### config.mk
export PLATFORM = sky130hd
export DESIGN_NAME = cdb_writeback_arbiter
export DESIGN_NICKNAME = d
export VERILOG_FILES = /design/src/rtl/cdb_writeback_arbiter.sv
export SDC_FILE = /design/constraint.sdc
export NUM_CORES = 1
export LEC_CHECK = 0
export BUFFER_PORTS_ARGS = -buffer_cell sky130_fd_sc_hd__buf_2
export CAP_MARGIN = 20
export CORE_MARGIN = 2
export CORE_UTILIZATION = 56
export DETAILED_ROUTE_END_ITERATION = 8
export PLACE_DENSITY = 0.91
export SLEW_MARGIN = 15
export SYNTH_ARGS = -nofsm -noshare
export SYNTH_HDL_FRONTEND = slang
export SYNTH_SLANG_ARGS = --single-unit
### constraint.sdc
create_clock -name clk -period 3.4 [get_ports clk]
set_input_delay 0.34 -clock clk [delete_from_list [all_inputs] [get_ports clk]]
set_output_delay 0.34 -clock clk [all_outputs]
set_load 0.01 [all_outputs]
### src/rtl/cdb_writeback_arbiter.sv
// Writeback stage: per-unit result FIFOs (alu0, alu1, md) drained round-robin onto the CDB.
// Optional macro CDB_PERF_EN adds conflict_cnt, a saturating count of cycles with 2+ sources queued.
module cdb_writeback_arbiter #(
  parameter int DATA_W = 32,
  parameter int TAG_W  = 3,
  parameter int DEPTH  = 2
) (
  input  logic              clk,
  input  logic              rst,
  input  logic              alu0_valid,
  input  logic [TAG_W-1:0]  alu0_tag,
  input  logic [DATA_W-1:0] alu0_value,
  output logic              alu0_ready,
  input  logic              alu1_valid,
  input  logic [TAG_W-1:0]  alu1_tag,
  input  logic [DATA_W-1:0] alu1_value,
  output logic              alu1_ready,
  input  logic              md_valid,
  input  logic [TAG_W-1:0]  md_tag,
  input  logic [DATA_W-1:0] md_value,
  output logic              md_ready,
  output logic              cdb_valid,
  output logic [TAG_W-1:0]  cdb_tag,
  output logic [DATA_W-1:0] cdb_value,
  output logic [1:0]        cdb_src
`ifdef CDB_PERF_EN
  ,
  output logic [15:0]       conflict_cnt
`endif
);
  localparam int NSRC  = 3;
  localparam int PTR_W = $clog2(DEPTH);
  localparam int CNT_W = $clog2(DEPTH + 1);

  logic [NSRC-1:0]   in_valid;
  logic [NSRC-1:0]   ready;
  logic [NSRC-1:0]   nonempty;
  logic [NSRC-1:0]   push;
  logic [NSRC-1:0]   pop;
  logic [TAG_W-1:0]  in_tag   [NSRC];
  logic [DATA_W-1:0] in_value [NSRC];
  logic [CNT_W-1:0]  count    [NSRC];
  logic [PTR_W-1:0]  head     [NSRC];
  logic [PTR_W-1:0]  tail     [NSRC];
  logic [TAG_W-1:0]  mem_tag   [NSRC][DEPTH];
  logic [DATA_W-1:0] mem_value [NSRC][DEPTH];
  logic [1:0]        last_src;
  logic [1:0]        grant_src;
  logic [1:0]        cand;
  logic              grant_vld;

  function automatic logic [1:0] wrap_inc(input logic [1:0] s);
    return (s == 2'd2) ? 2'd0 : s + 2'd1;
  endfunction

  assign in_valid    = {md_valid, alu1_valid, alu0_valid};
  assign in_tag[0]   = alu0_tag;
  assign in_tag[1]   = alu1_tag;
  assign in_tag[2]   = md_tag;
  assign in_value[0] = alu0_value;
  assign in_value[1] = alu1_value;
  assign in_value[2] = md_value;
  assign alu0_ready  = ready[0];
  assign alu1_ready  = ready[1];
  assign md_ready    = ready[2];

  // ready comes from the registered count only, so a full FIFO never accepts even when popped
  always_comb begin
    ready    = '0;
    nonempty = '0;
    push     = '0;
    for (int i = 0; i < NSRC; i++) begin
      ready[i]    = (count[i] != CNT_W'(DEPTH));
      nonempty[i] = (count[i] != '0);
      push[i]     = in_valid[i] && ready[i];
    end
  end

  always_comb begin
    grant_vld = 1'b0;
    grant_src = 2'd0;
    cand      = wrap_inc(last_src);
    for (int k = 0; k < NSRC; k++) begin
      if (!grant_vld && nonempty[cand]) begin
        grant_vld = 1'b1;
        grant_src = cand;
      end
      cand = wrap_inc(cand);
    end
  end

  always_comb begin
    pop = '0;
    for (int i = 0; i < NSRC; i++)
      pop[i] = grant_vld && (grant_src == 2'(i));
  end

  always_ff @(posedge clk or posedge rst) begin
    if (rst) begin
      for (int i = 0; i < NSRC; i++) begin
        count[i] <= '0;
        head[i]  <= '0;
        tail[i]  <= '0;
      end
    end else begin
      for (int i = 0; i < NSRC; i++) begin
        if (push[i]) tail[i] <= tail[i] + 1'b1;
        if (pop[i])  head[i] <= head[i] + 1'b1;
        count[i] <= count[i] + CNT_W'(push[i]) - CNT_W'(pop[i]);
      end
    end
  end

  always_ff @(posedge clk) begin
    for (int i = 0; i < NSRC; i++) begin
      if (push[i]) begin
        mem_tag[i][tail[i]]   <= in_tag[i];
        mem_value[i][tail[i]] <= in_value[i];
      end
    end
  end

  // last_src resets to md so the first search starts at alu0
  always_ff @(posedge clk or posedge rst) begin
    if (rst) begin
      cdb_valid <= 1'b0;
      cdb_tag   <= '0;
      cdb_value <= '0;
      cdb_src   <= 2'd0;
      last_src  <= 2'd2;
    end else if (grant_vld) begin
      cdb_valid <= 1'b1;
      cdb_tag   <= mem_tag[grant_src][head[grant_src]];
      cdb_value <= mem_value[grant_src][head[grant_src]];
      cdb_src   <= grant_src;
      last_src  <= grant_src;
    end else begin
      cdb_valid <= 1'b0;
    end
  end

`ifdef CDB_PERF_EN
  logic multi_queued;
  assign multi_queued = (nonempty[0] & nonempty[1]) | (nonempty[0] & nonempty[2]) |
                        (nonempty[1] & nonempty[2]);

  always_ff @(posedge clk or posedge rst) begin
    if (rst)
      conflict_cnt <= '0;
    else if (multi_queued && (conflict_cnt != 16'hFFFF))
      conflict_cnt <= conflict_cnt + 16'd1;
  end
`endif

endmodule

==> flow_summary.ini, run 1 <==
[sta]
setup_viol = 0
min_period_ns = 2.936
rsz0062_at_grt = false
finalCritPeriodShare_pct = 86.35
max_slew_margin_pct = 31.73
worst_pin_slew_ns = 1.024
final.setup.worst_slack_ns = 0.4642
slew_viol_final = 0
fmax_mhz = 340.6
skew_ns = 0.01253
whs_ns = 0.01457
hold_viol_final = 0
finalSetupTns_ns = 0

[cts]
clockRootBuffer = clkbuf_16
ctsHoldBuffers = 20
clock_sinks = 261
cts-buffers-inserted = 26
h-tree-depth = 1
insertion_delay_ns = 0.52
cts_tree = built
clock_path_buffers = 3
clk_pin_slew_worst_paths_ns = 0.06
postCtsSetupBuffers = 0
ctsResizeCount = 0

[yosys]
synth-seq-cells = 261
synth_ff_type = edfxtp_1
synth_xor_area_share_pct = 1.068
synthesis.nets = 722
synth.distinct_cells = 31
syn_area_um2 = 9842
synthTopCellsByCount = edfxtp_1, nand2_1, dfrtp_1
synthAdderAreaFrac_pct = 0.7628
synthesis.instances = 606
synth.top_cell.area_share_pct = 64.07
synth.area.top_cells = edfxtp_1, dfrtp_1, a22o_1
yosysTopAreaCell = edfxtp_1
synth_top_family_by_area = compound AO/OA/AOI/OAI gates
post_synth_mux_area_share_pct = 0
synth_compound_area_share_pct = 12.40
yosys.area_share.simple_pct = 5.975
synthArstFlopShare_pct = 19.54
synth_edf_count = 210
synth_area_per_cell_um2 = 16.24
yosys_warnings = 0
synth_most_common_cell = edfxtp_1
seq_area_frac_synth_pct = 77.05

[setup_path]
slowest_stage = or4_4
cp.buffers_inverters = 2
critPathKind = flop to flop
rrSetupSlack_ns = 0.46
endpoint_kind = flop
path_max_fanout = 42
r2r_start = count[5]
rr_endpoint = cdb_value[23]
crit_family = compound AO/OA/AOI/OAI gates
worst-r2r-cell-count = 8
arrival_ns = 3.33
startpoint = count[5]
crit_path_cell_trace = or4_4 > o22ai_4 > nand2b_1 > o31ai_4 > buf_8 > buf_12 > a211oi_1 > o31ai_1
max_stage_delay_ns = 0.58
crit_required_ns = 3.79
start_kind = flop

[hold_path]
min_path_type = primary input to flop
min_path_cells = 1
holdCritStartpoint = md_value[2]
worstHoldEndpoint = mem_value[2][34]

[grt]
grtUsageTotal_pct = 24.10
grt_overflow = 0
grt_pass1_wl_um = 33570
antenna_found_initial = 1
grt_max_degree = 75
grt_pass1_vias = 6300

[power_and_ir_drop]
seqPwrFrac_pct = 38.1
total_power_w = 0.01293
ir_worst_vdd_uv = 786.6
p_per_area_nw_per_um2 = 1073
switching_share_pct = 35.24
intPower_w = 0.008375
power_leakage_nw = 4.583
p_switching_w = 0.004557
clkPwrFrac_pct = 22.8
pwr-share-comb_pct = 39.1

[floorplan]
dieArea_um2 = 18650
initial_core_util_pct = 57.10
io_pins = 151
core_area_um2 = 17240
fp-row-count = 48
chipHeight_um = 136.6
dieWidth_um = 136.6

[final_layout]
final_layout_size_suffix_gt1_share_pct = 28.06
area_growth_syn_to_layout_pct = 22.43
fillers = 1069
fin_nets = 905
final_cell_area_um2 = 12050
antenna_cells = 0

[flow_run]
cap_violations = 0

[routing]
drt_iter0_markers = 612
avgRoutedWirePerCell_um = 21.48
drc = 0
ant_nets = 0
num_vias = 6118
wl_um = 22210
via_per_inst = 5.917
dr.pass1.iters = 5

[place]
place.port_buffers = 150
dpl_cell_area_um2 = 10820
post-place-ws_ns = 0.5196
finalWeightedCongestion = 0.8053
dp_hpwl_um = 13050

[outcome]
status = complete, no violations
logic make-up (layout without fill, tap and decap cells):
group,Yosys count,after routing
XOR/XNOR,12,12
flip-flops,261,261
buffers and inverters,51,254
AND/OR/NAND/NOR,126,126
adder cells (fa/ha/maj),6,6
AO/OA/AOI/OAI,150,150
worst reg2reg max path: stages (launching register included):
cell and delay (ns):
dfrtp_1 0.41, or4_4 0.58, o22ai_4 0.53, nand2b_1 0.20, o31ai_4 0.16, buf_8 0.24, buf_12 0.25, a211oi_1 0.10
o31ai_1 0.34
power by group through the flow:
stage	Combinational (W)	Sequential [W]	Clock [W]
6_report	0.00506	0.00492	0.00295
5_1_grt	0.00554	0.00500	0.00309
3_5_place_dp	0.00496	0.00497	0
3_3_place_gp	0.00471	0.00492	0
2_1_floorplan	0.00356	0.00498	0
4_1_cts	0.00501	0.00492	0.00297
metal layers:
metal	GRT usage, %	wire length, µm	vias up	share of wire, %
li1	-	-	2726	-
met1	30.74	8599	3045	39
met5	0	13	-	0.059
met4	8.218	503	2	2.3
met2	42.11	11540	302	52
met3	4.037	1551	43	7.0
through the flow:
stage / instances / utilization [%]
floorplan: 606 / -
global placement: 954 / 62.75
detailed placement: 954 / 62.75
CTS: 1022 / 69.18
global route: 1034 / 69.90
finish: 1034 / 69.90
layout make-up:
type                       instances  area [µm²]  share of cell area, %
clock buffer                      37       763.2                  6.334
clock inverter                    11       143.9                  1.194
inverter                          12       45.04                 0.3738
multi-input combinational        294        2041                  16.94
sequential                       261        7584                  62.94
tap                              225       281.5                  2.336
timing repair buffer             194        1191                  9.886
cells in the final DEF (no fill, tap or decap), types with 3 or more instances in the layout:
master and n:
edfxtp_1 210, buf_2 150, nand2_1 76, dfrtp_1 50, and3_1 36, a22o_1 35
a211oi_1 35, a22oi_1 35, dlygate4sd3_1 31, o31ai_1 29, clkbuf_16 27, inv_1 11
xnor2_1 10, buf_4 10, o31ai_2 6, ha_1 6, clkbuf_1 5, clkbuf_8 5
a21o_1 3, and3_2 3, nor2_4 3, bufinv_16 3, clkinv_2 3
sequential cells by signal, summed over array words and instances, names as in the netlist:
register / flops
count: 6
cdb_valid: 1
last_src: 1
cdb_src: 2
head: 3
cdb_tag: 3
cdb_value: 32
mem_tag: 18
mem_value: 192
tail: 3
worst max-delay path by stage:
stage | to | slack (ns) | cells past startpoint
after CTS | cdb_value[23] | 0.48 | 7
after floorplan | mem_tag[2][3] | 0.80 | 4
final | cdb_value[23] | 0.46 | 8
after global routing | cdb_value[23] | 0.30 | 7
after global placement | cdb_value[4] | 0.67 | 7
after detailed placement | cdb_value[26] | 0.52 | 7
Power figures use the tool's default switching activity.
==> run 2, diff against run 1 <==
--- a/config.mk
+++ b/config.mk
@@ -8,9 +8,9 @@
 export BUFFER_PORTS_ARGS = -buffer_cell sky130_fd_sc_hd__buf_2
 export CAP_MARGIN = 20
 export CORE_MARGIN = 2
-export CORE_UTILIZATION = 56
+export CORE_UTILIZATION = 50
 export DETAILED_ROUTE_END_ITERATION = 8
-export PLACE_DENSITY = 0.91
+export PLACE_DENSITY = 0.84
 export SLEW_MARGIN = 15
 export SYNTH_ARGS = -nofsm -noshare
 export SYNTH_HDL_FRONTEND = slang
==> flow_summary.ini, run 2 (same netlist as run 1, synthesis figures left out) <==
[setup_path]
critPathKind = flop to flop
rrSetupSlack_ns = 0.69
cp_common_cell = buf_4
start_kind = flop
max_stage_delay_ns = 0.58
startpoint = count[5]
crit_path_cell_trace = or4_4 > o22ai_4 > buf_4 > o31ai_4 > buf_4 > a211oi_1 > o31ai_1
r2r_start = count[5]
arrival_ns = 3.07
path_max_fanout = 44
slowest_stage = or4_4
crit_required_ns = 3.76
endpoint_kind = flop

[grt]
busiest_layer = met2
grtUsageTotal_pct = 20.79
met1_usage_pct = 28.32
grt_pass1_wl_um = 32860
grt_pass1_vias = 5987
grt_overflow = 0
antenna_found_initial = 1
grt_max_degree = 75
use_met2_pct = 35.05
met3_usage_pct = 3.311

[power_and_ir_drop]
p_per_area_nw_per_um2 = 1049
power_leakage_nw = 4.562
total_power_w = 0.01262
ir_worst_vdd_uv = 517.5

[cts]
cts-buffers-inserted = 26
clk_pin_slew_worst_paths_ns = 0.06
clock_path_buffers = 3
cts_tree = built
ctsHoldBuffers = 24
postCtsSetupBuffers = 0
clockRootBuffer = clkbuf_16
insertion_delay_ns = 0.52
h-tree-depth = 1
clock_sinks = 261
ctsResizeCount = 0

[routing]
drt_iter0_markers = 378
avgRoutedWirePerCell_um = 20.28
num_vias = 6013
via_per_inst = 5.583
drc = 0
ant_nets = 0
wl_um = 21840
dr.pass1.iters = 7

[sta]
fmax_mhz = 368.8
rsz0062_at_grt = false
skew_ns = 0.01842
min_period_ns = 2.711
finalSetupTns_ns = 0
hold_viol_final = 0
max_slew_margin_pct = 25.86
setup_viol = 0
finalCritPeriodShare_pct = 79.75
worst_pin_slew_ns = 1.112
slew_viol_final = 0

[floorplan]
io_pins = 151
chipHeight_um = 144.3
dieArea_um2 = 20820
core_area_um2 = 19400
dieWidth_um = 144.3
fp-row-count = 51
initial_core_util_pct = 50.74

[place]
place.port_buffers = 150
dp_hpwl_um = 13130
finalWeightedCongestion = 0.7326

[final_layout]
fillers = 1447
final_layout_size_suffix_gt1_share_pct = 27.87
area_growth_syn_to_layout_pct = 22.25
layout_commonest_cell = edfxtp_1
largest_reg_flops = 192
fin_nets = 907
final_cell_mix = edfxtp_1, buf_2, nand2_1

[outcome]
status = complete, no violations

[flow_run]
cap_violations = 0

[hold_path]
min_path_type = primary input to flop
holdCritStartpoint = alu1_tag[0]
-- run 2: cell types whose count changed in the layout (fill, tap and decap cells not counted), moves of 2 or more --
| cell | change |
|---|---|
| buf_4 | +4 |
| clkinv_1 | +3 |
| buf_12 | -2 |
| bufinv_16 | -2 |
| clkinv_2 | +2 |
-- run 2: layer usage --
layer | up-vias | wire length [µm]
met5 | - | 0
met4 | 0 | 359
met3 | 31 | 1634
met2 | 269 | 10870
met1 | 2981 | 8974
li1 | 2732 | -
-- run 2: report_power, final --
group	leakage (nW)	switching, W	internal [W]
clock network	0.420	0.00114	0.00165
registers	2.54	0.000359	0.00454
logic	1.61	0.00296	0.00195
-- run 2: cell type report --
type / instances / area, µm² / area share (%)
timing repair buffer: 196 / 1176 / 9.775
multi-input combinational: 294 / 2041 / 16.96
clock inverter: 12 / 81.33 / 0.6760
tap: 265 / 331.6 / 2.756
clock buffer: 36 / 770.7 / 6.406
sequential: 261 / 7584 / 63.03
antenna: 1 / 2.502 / 0.02080
inverter: 12 / 45.04 / 0.3744
-- run 2: worst paths after layout --
check | endpoint | cells after the start
worst max register to register | cdb_value[7] | 7
max in group asynchronous | last_src[1] | 4
worst min-delay path | mem_tag[1][0] | 1
worst max-delay path | cdb_value[7] | 7
min in group asynchronous | cdb_value[26] | 3
worst min register to register | head[1] | 1
-- run 2: stage by stage --
stage | hold slack (ns) | worst slack, ns | util, % | instances | cell area, µm²
2_1_floorplan | 0.4332 | 0.8004 | - | 606 | 9842
4_1_cts | 0.00004935 | 0.7005 | 61.60 | 1068 | 11950
6_report | 0.01677 | 0.6886 | 62.02 | 1077 | 12030
3_5_place_dp | 0.4530 | 0.7635 | 55.97 | 996 | 10860
5_1_grt | 0.0007367 | 0.5708 | 62.02 | 1077 | 12030
3_3_place_gp | 0.4501 | 0.8714 | 55.97 | 996 | 10860
-- run 2: worst max-delay path, delay by kind of cell, from the launching register on --
kind | cells | cell delay, ns
AOI/OAI and AO/OA | 4 | 0.84
buffers and inverters | 2 | 0.67
DFF | 1 | 0.42
and+or+nand+nor | 1 | 0.58
